===== config.mk =====
export PLATFORM = sky130hd
export DESIGN_NAME = sdram_rd_capture
export DESIGN_NICKNAME = d
export VERILOG_FILES = /design/src/rtl/sdram_rd_capture.sv
export SDC_FILE = /design/constraint.sdc
export NUM_CORES = 1
export LEC_CHECK = 0
export CORE_AREA = 2 2 168 170
export CTS_CLUSTER_DIAMETER = 50
export DETAILED_ROUTE_END_ITERATION = 10
export DIE_AREA = 0 0 170 172
export GPL_TIMING_DRIVEN = 0
export SETUP_SLACK_MARGIN = 0.3
export SKIP_CTS_REPAIR_TIMING = 1
export SYNTH_ARGS = -nofsm -noshare
export SYNTH_HDL_FRONTEND = slang
export SYNTH_SLANG_ARGS = --single-unit

===== constraint.sdc =====
create_clock -name clk_i -period 10 [get_ports clk_i]
set_clock_uncertainty 0.05 [all_clocks]
set_input_delay 1.5 -clock clk_i [delete_from_list [all_inputs] [get_ports clk_i]]
set_output_delay 1.5 -clock clk_i [all_outputs]
set_load 0.005 [all_outputs]

===== src/rtl/sdram_rd_capture.sv =====
// Purpose: capture SDRAM read bursts cas_laten_p cycles after each accepted READ and buffer them in a show-ahead FIFO.
// Latency: first word is pushed at edge T+cas_laten_p and is visible on data_o right after that edge when the FIFO is empty.
// Backpressure: ready_i stalls the FIFO head; space_ok_o withholds READ issue until a whole burst is guaranteed to fit.
//
// Ports:
//   clk_i, rst_i  : clock, asynchronous active-high reset
//   rd_cmd_i      : one-cycle READ issue strobe from the command state machine
//   dq_i          : SDRAM DQ read data
//   space_ok_o    : a full burst fits in the FIFO (free space minus outstanding reservations)
//   data_o/valid_o/ready_i : show-ahead head-of-FIFO handshake toward the sorting core
//   burst_done_o  : one-cycle pulse after the last word of a burst is pushed
//   err_o         : sticky flag, set when a READ strobe is rejected
//   level_o       : FIFO occupancy
module sdram_rd_capture #(
    parameter int data_width_p = 16,
    parameter int cas_laten_p  = 2,
    parameter int burst_len_p  = 4,
    parameter int fifo_depth_p = 16
) (
    input  logic                            clk_i,
    input  logic                            rst_i,
    input  logic                            rd_cmd_i,
    input  logic [data_width_p-1:0]         dq_i,
    output logic                            space_ok_o,
    output logic [data_width_p-1:0]         data_o,
    output logic                            valid_o,
    input  logic                            ready_i,
    output logic                            burst_done_o,
    output logic                            err_o,
    output logic [$clog2(fifo_depth_p):0]   level_o
);

    localparam int aw_lp = $clog2(fifo_depth_p);
    localparam int dl_lp = cas_laten_p + burst_len_p;
    localparam int sw_lp = $clog2(burst_len_p + 1);
    // Credit arithmetic needs room for level + reserved + one burst (< 4*depth).
    localparam int cw_lp = aw_lp + 2;

    localparam logic [aw_lp:0]   depth_lp   = (aw_lp+1)'(fifo_depth_p);
    localparam logic [aw_lp:0]   one_lp     = (aw_lp+1)'(1);
    localparam logic [aw_lp:0]   bl_res_lp  = (aw_lp+1)'(burst_len_p);
    localparam logic [sw_lp-1:0] spc_init_lp = sw_lp'(burst_len_p - 1);
    localparam logic [cw_lp-1:0] bl_cw_lp   = cw_lp'(burst_len_p);
    localparam logic [cw_lp-1:0] depth_cw_lp = cw_lp'(fifo_depth_p);

    // dly_q[k] is set k edges after an accepted READ; the top bit doubles as burst_done.
    logic [dl_lp-1:0]        dly_q;
    logic [sw_lp-1:0]        spc_q;
    logic [aw_lp:0]          res_q;
    logic [aw_lp:0]          wr_ptr_q;
    logic [aw_lp:0]          rd_ptr_q;
    logic [data_width_p-1:0] mem_q [fifo_depth_p];
    logic [data_width_p-1:0] head_q;
    logic                    err_q;

    logic                    accept;
    logic                    push;
    logic                    pop;
    logic [aw_lp:0]          level;
    logic [aw_lp-1:0]        rd_nxt_idx;

    assign level      = wr_ptr_q - rd_ptr_q;
    assign space_ok_o = (cw_lp'(level) + cw_lp'(res_q) + bl_cw_lp) <= depth_cw_lp;
    assign accept     = rd_cmd_i && space_ok_o && (spc_q == '0);
    // Capture window for a READ accepted at edge T is edges T+CL .. T+CL+BL-1,
    // i.e. delay-line bits CL-1 .. CL+BL-2 as seen just before the edge.
    assign push       = |dly_q[cas_laten_p+burst_len_p-2 : cas_laten_p-1];
    assign valid_o    = (level != '0);
    assign pop        = valid_o && ready_i;
    assign rd_nxt_idx = rd_ptr_q[aw_lp-1:0] + 1'b1;

    assign data_o       = head_q;
    assign level_o      = level;
    assign err_o        = err_q;
    assign burst_done_o = dly_q[dl_lp-1];

    // Command tracking: delay line, spacing counter, reservations, error flag.
    always_ff @(posedge clk_i or posedge rst_i) begin
        if (rst_i) begin
            dly_q <= '0;
            spc_q <= '0;
            res_q <= '0;
            err_q <= 1'b0;
        end else begin
            dly_q <= {dly_q[dl_lp-2:0], accept};
            if (accept) begin
                spc_q <= spc_init_lp;
            end else if (spc_q != '0) begin
                spc_q <= spc_q - 1'b1;
            end
            // Reservation counts words promised to the FIFO but not yet pushed.
            res_q <= res_q + (accept ? bl_res_lp : '0) - (aw_lp+1)'(push);
            if (rd_cmd_i && !accept) begin
                err_q <= 1'b1;
            end
        end
    end

    // FIFO pointers and registered head word.
    always_ff @(posedge clk_i or posedge rst_i) begin
        if (rst_i) begin
            wr_ptr_q <= '0;
            rd_ptr_q <= '0;
            head_q   <= '0;
        end else begin
            if (push) begin
                wr_ptr_q <= wr_ptr_q + 1'b1;
            end
            if (pop) begin
                rd_ptr_q <= rd_ptr_q + 1'b1;
            end
            // Head follows the oldest word; with no replacement it keeps its
            // last value, so data_o is stable under stall and after draining.
            if (push && (level == '0 || (pop && level == one_lp))) begin
                head_q <= dq_i;
            end else if (pop && level > one_lp) begin
                head_q <= mem_q[rd_nxt_idx];
            end
        end
    end

    // Storage needs no reset: entries are only read after being written.
    always_ff @(posedge clk_i) begin
        if (push) begin
            mem_q[wr_ptr_q[aw_lp-1:0]] <= dq_i;
        end
    end

`ifndef SYNTHESIS
    // The credit scheme must make an overflowing push impossible.
    a_no_overflow : assert property (@(posedge clk_i) disable iff (rst_i)
        !(push && level == depth_lp));
`endif

endmodule

==> Word level (Yosys, flattened, before mapping) <==
Memories as Yosys holds them, arrays and structs flattened.
Index checks and enable logic that the tools add are counted.
{ "op_classes": {"add_sub_neg": 9, "order_cmp": 2, "n_eq_ne": 1, "n_mux": 7, "n_reduce_logical": 16} }
{ "ops": {"columns": ["cell", "count"], "rows": [
  ["$mux W16", 2],
  ["$add A5 B1 Y5 const B", 2],
  ["$mux W3", 3],
  ["$logic_and A1 B1 Y1", 7],
  ["$add A5 B5 Y6", 1],
  ["$add A6 B3 Y6 const B", 1],
  ["$le A6 B5 Y1 const B", 1],
  ["$add A5 B3 Y5", 1],
  ["$eq A5 B1 Y1 const B", 1],
  ["$gt A5 B1 Y1 const B", 1],
  ["$logic_not A5 Y1", 1],
  ["$reduce_bool A5 Y1", 1],
  ["$sub A5 B1 Y5", 1],
  ["$sub A5 B5 Y5", 1],
  ["$add A4 B1 Y4 const B", 1],
  ["$reduce_bool A2 Y1", 2],
  ["$reduce_or A4 Y1", 1],
  ["$logic_not A3 Y1", 1],
  ["$reduce_bool A3 Y1", 1],
  ["$sub A3 B1 Y3 const B", 1],
  ["$mux W1", 2],
  ["$logic_not A1 Y1", 1],
  ["$logic_or A1 B1 Y1", 1]
]} }
{ "totals": {"reg_bits": 41, "ram_bits": 256, "out_inout_bits": 25, "wordCells": 43, "memories": 1} }
{ "mem_list": {"columns": ["memory", "words", "word_bits", "read_ports", "rd_clocked_by_memory_dff", "write_ports", "line", "source"], "rows": [
  ["mem_q", 16, 16, 1, 0, 1, "52", "logic [data_width_p-1:0] mem_q [fifo_depth_p];"]
]} }

==> Logic depth before layout (Yosys ltp) <==
{ "logic_depth": {"ltp_word": 9, "ltp_mapped": 20, "mapped_depth_nobuf": 20} }

==> Worst setup path after synthesis <==
OpenSTA, ideal clock, no wires.
{ "synth_timing": {"kind": "register to output", "from": "reg wr_ptr_q[2]", "to": "out space_ok_o", "arrival_ns": 2.802, "t_required_ns": 8.450, "path_slack_ns": 5.648, "stages_incl_launch_ff": 11, "path_buffers": 0, "cell_sequence": "dfrtp_1 > ha_1 > and3b_1 > or3_4 > and2_1 > ha_1 > ha_1 > nor2b_1 > o21ai_0 > nor3b_1 > o22a_1"} }
{ "synth_via": {"elab_chain_len": 4} }
{ "synth_lines": {"columns": ["item", "line", "source"], "rows": [
  ["from (decl)", "50", "logic [aw_lp:0] wr_ptr_q;"],
  ["from (signal assigned)", "107", "wr_ptr_q <= wr_ptr_q + 1'b1;"],
  ["$sub A5 B5 Y5", "62", "assign level = wr_ptr_q - rd_ptr_q;"],
  ["named net level_o[3]", "30", "output logic [$clog2(fifo_depth_p):0] level_o"],
  ["$add A5 B5 Y6", "63", "assign space_ok_o = (cw_lp'(level) + cw_lp'(res_q) + bl_cw_lp) <= depth_cw_lp;"],
  ["$add A6 B3 Y6", "63", null],
  ["$le A6 B5 Y1", "63", null],
  ["to (decl)", "24", "output logic space_ok_o,"]
]} }
The timed path passes the listed nets, and every way through them passes these cells.

==> Worst setup path in the final report <==
{ "layout_timing": {"from": "reg wr_ptr_q[0]", "to": "out space_ok_o"} }
{ "layout_via": {"elab_chain_len": 4} }
{ "layout_lines": {"columns": ["item", "line"], "rows": [
  ["$sub A5 B5 Y5", "62"],
  ["$add A5 B5 Y6", "63"],
  ["$add A6 B3 Y6", "63"],
  ["$le A6 B5 Y1", "63"]
]} }
No other way between the ends.

==> implementation parameters <==
Parameter                              Value

Status
  Outcome ... finished, final reports clean

Global routing
  Met1 track demand over resource in global routing ... 0.261
  GRT overflow ... 0
  Initial antenna violation count ... 0
  Met3 usage ... 0.0330
  Number of global-route vias before repair ... a little under 7000
  GR Util met2 ... 0.325
  Global-route wire length before repair ... ~41000 um
  Pin count of the biggest net entering global routing ... 24
  Most crowded layer after global routing ... met2
  All-Layer GR Usage ... 0.195

Power and ir drop
  Total leakage power ... between 4 and 5 nW
  VDD IR max ... about 0.14 mV
  Power density over cell area ... 348 mW/mm^2
  Design Power ... roughly 5 mW

Floorplan
  Die area ... a little under 0.03 sq mm
  Number of placement rows ... 61
  Chip width ... between 150 and 200 um
  Vertical die dimension ... 172 um
  Top-level port count ... 45
  Initial Util ... 0.445
  Placeable Area ... around 0.027 sq mm

CTS
  Number of H-tree levels ... 2
  CTS tree ... yes
  Sinks on the clock net ... between 200 and 300
  Number of buffers added by the clock tree synthesis step ... 34
  Maximum buffer depth of the clock tree ... 3
  Clk root buf ... sky130_fd_sc_hd__clkbuf_16
  Clock-pin slew of the registers on the worst-case setup and hold paths ... roughly 0.060 ns
  Clock insertion delay at the later pin of the skew report ... between 0.5 and 0.6 ns

Critical path
  Worst setup path start ... wr_ptr_q[0]$_DFFE_PP0P_
  Worst Path Class, Setup ... reg2out
  Logic depth of the worst register-to-register path ... 17
  Timing endpoint of the critical path ... space_ok_o
  Startpoint of the worst register-to-register path ... wr_ptr_q[2]$_DFFE_PP0P_
  Reg-to-reg endpoint ... res_q[4]$_DFF_PP0_
  Required time worst endpoint ... roughly 8.5 ns
  Endpoint type of the worst setup path ... output port
  Critical path data arrival time ... about 4.1 ns
  CP max FO ... 5
  CP Launch Type ... flip-flop
  Reg-to-reg setup timing slack ... around 5.5 ns

Synth
  Netlist area before placement ... approximately 0.012 sq mm
  Share of the yosys chip area belonging to registers ... 0.713
  Total number of yosys warnings ... 0
  Post-Syn Instances ... ~640
  Syn Nets ... 691
  Post-synth EDFFs ... between 200 and 300
  Async set or reset register ratio after synthesis ... 0.138
  Top cells by count, synth ... sky130_fd_sc_hd__edfxtp_1, sky130_fd_sc_hd__mux4_2, sky130_fd_sc_hd__dfrtp_1, sky130_fd_sc_hd__inv_1, sky130_fd_sc_hd__ha_1
  Top area cells in the synthesized netlist ... sky130_fd_sc_hd__edfxtp_1, sky130_fd_sc_hd__mux4_2, sky130_fd_sc_hd__dfrtp_1, sky130_fd_sc_hd__ha_1, sky130_fd_sc_hd__mux2i_1
  Fraction of post-synthesis cell area in the top cell type by area ... 0.629
  Count of state elements after synthesis ... 297
  Syn avg cell area ... around 19 sq um
  Top FF cell, synth ... sky130_fd_sc_hd__edfxtp_1
  Library cell with the largest summed area after synthesis ... sky130_fd_sc_hd__edfxtp_1
  Number of distinct library cells after synthesis ... 47
  Leading cell type by number of instances after synthesis ... sky130_fd_sc_hd__edfxtp_1

Timing
  Transition time at the pin with the least slew margin ... 1.26 ns
  Accumulated negative setup slack ... 0 ns
  Time the final worst path needs with I/O delays and setup ... about 5.6 ns
  Final period utilization ... 0.563
  Number of setup violations in the final report ... 0
  F_max ... ~180 MHz
  Final hold vios ... 0
  Pins Over Slew Limit ... 0
  Setup repair after global routing missed its margin ... no
  Rel. slew slack ... 0.163

Detailed routing
  Final routed wire length divided by cell count ... roughly 25 um
  Drt pass-1 iters ... 4
  Number of vias in the routed layout ... about 6200
  Number of design-rule violations left by the first detailed-router iteration ... 435
  Average via count per standard cell ... about 5.7
  Drt drc ... 0
  Post-DRT Antenna Nets ... 0
  Total Wirelength ... approximately 27000 um

Cells and area
  Fraction of layout cells with a size suffix above 1 ... 0.200
  # diodes ... 0
  Count of non-filler cells in the finished layout ... roughly 1100
  Filler Cells Inserted ... about 2200
  Layout area overhead ... 15.9%
  Fin nets ... between 700 and 800

Flow run
  Max-cap check violation count ... 0

Placement
  Final estimated routing congestion in global placement ... ~0.76
  Number of instances in the placed design ... between 1000 and 1500
  Number of buffer cells added on primary ports ... 44
  Dpl hpwl ... between 15000 and 20000 um

Worst hold path
  Hold crit path type ... reg2reg
layout by cell type (no fill, tap or decap), types with 2 or more instances in the layout:
cell and count:
sky130_fd_sc_hd__a211o_1 16, sky130_fd_sc_hd__a211oi_1 16, sky130_fd_sc_hd__a21o_1 4, sky130_fd_sc_hd__a21oi_1 20
sky130_fd_sc_hd__a31oi_1 6, sky130_fd_sc_hd__a31oi_2 10, sky130_fd_sc_hd__and2_1 14, sky130_fd_sc_hd__and3_1 6
sky130_fd_sc_hd__buf_2 14, sky130_fd_sc_hd__buf_4 2, sky130_fd_sc_hd__clkbuf_1 18, sky130_fd_sc_hd__clkbuf_16 35
sky130_fd_sc_hd__clkdlybuf4s50_1 44, sky130_fd_sc_hd__clkinv_1 8, sky130_fd_sc_hd__clkinv_2 3, sky130_fd_sc_hd__dfrtp_1 41
sky130_fd_sc_hd__edfxtp_1 256, sky130_fd_sc_hd__fa_1 3, sky130_fd_sc_hd__ha_1 25, sky130_fd_sc_hd__inv_1 27
sky130_fd_sc_hd__inv_6 4, sky130_fd_sc_hd__mux2i_1 17, sky130_fd_sc_hd__mux4_2 64, sky130_fd_sc_hd__nand2_1 23
sky130_fd_sc_hd__nand2b_1 3, sky130_fd_sc_hd__nand3_1 2, sky130_fd_sc_hd__nand4_1 2, sky130_fd_sc_hd__nor2_1 2
sky130_fd_sc_hd__nor2b_1 17, sky130_fd_sc_hd__o21ai_0 4, sky130_fd_sc_hd__xnor2_1 12, sky130_fd_sc_hd__xor2_1 5
where the power goes:
group	total, mW	internal [mW]	switching [mW]	leakage, nW
clock network	1.15	0.659	0.490	0.509
registers	1.62	1.53	0.0916	2.79
logic	2.16	1.02	1.14	1.62
cells by family (layout without fill, tap and decap cells):
logic type / count (synthesis) / count (layout) / share of synthesized area
flip-flops: 297 / 297 / 0.713
AO/OA/AOI/OAI: 84 / 84 / 0.0540
multiplexers: 82 / 82 / 0.133
AND/OR/NAND/NOR: 77 / 77 / 0.0361
buffers and inverters: 58 / 165 / 0.0218
adder cells (fa/ha/maj): 28 / 28 / 0.0305
XOR/XNOR: 17 / 17 / 0.0122
sequential cells by signal, summed over array words and instances (netlist names):
register,count
mem_q,256
data_o,16
dly_q,6
rd_ptr_q,5
res_q,5
wr_ptr_q,5
spc_q,3
err_o,1
how the worst min path moves through the flow:
stage	from	to	slack, ns	depth (start not counted)
finish	dly_q[0]$_DFF_PP0_	dly_q[1]$_DFF_PP0_	0.32	0
global route	dly_q[0]$_DFF_PP0_	dly_q[1]$_DFF_PP0_	0.33	0
CTS	dly_q[0]$_DFF_PP0_	dly_q[1]$_DFF_PP0_	0.32	0
detailed placement	dly_q[0]$_DFF_PP0_	dly_q[1]$_DFF_PP0_	0.30	0
global placement	dly_q[0]$_DFF_PP0_	dly_q[1]$_DFF_PP0_	0.29	0
floorplan	dly_q[0]$_DFF_PP0_	dly_q[1]$_DFF_PP0_	0.28	0
area by class of cell:
type                       instances  area, sq um  area share
sequential                       297         8710       0.615
inverter                          29          109     0.00768
timing repair buffer              45          468      0.0330
clock buffer                      43          916      0.0646
multi-input combinational        288         3250       0.229
clock inverter                    19          126     0.00892
tap                              346          433      0.0306
buffer                            29          158      0.0111
layer usage:
metal	routed length (um)	vias to the layer above	part of all wire
li1	-	2735	-
met1	11700	3250	0.43
met2	13400	218	0.49
met3	1490	44	0.055
met4	797	0	0.029
met5	0	-	0
metrics by stage:
| stage | util | area [sq um] | hold slack, ns | setup slack (ns) |
|---|---|---|---|---|
| after detailed placement | 0.478 | 13100 | 0.303 | 4.91 |
| after global placement | 0.477 | 13100 | 0.292 | 4.95 |
| after floorplan | - | 12200 | 0.281 | 5.65 |
| final | 0.516 | 14200 | 0.316 | 4.37 |
| after global routing | 0.516 | 14200 | 0.330 | 4.13 |
| after CTS | 0.516 | 14200 | 0.325 | 4.35 |
worst max-delay path, cell delays in order, from the launching register on:
cell                              delay (ns)
sky130_fd_sc_hd__dfrtp_1                0.43
sky130_fd_sc_hd__inv_1                  0.14
sky130_fd_sc_hd__ha_1                   0.18
sky130_fd_sc_hd__inv_1                  0.06
sky130_fd_sc_hd__fa_1                   0.40
sky130_fd_sc_hd__xor2_1                 0.22
sky130_fd_sc_hd__inv_1                  0.08
sky130_fd_sc_hd__ha_1                   0.32
sky130_fd_sc_hd__fa_1                   0.48
sky130_fd_sc_hd__xnor2_1                0.15
sky130_fd_sc_hd__nor4b_1                0.40
sky130_fd_sc_hd__o22a_1                 0.22
sky130_fd_sc_hd__clkdlybuf4s50_1        0.49
No activity file was read; power rests on OpenSTA's default activity.
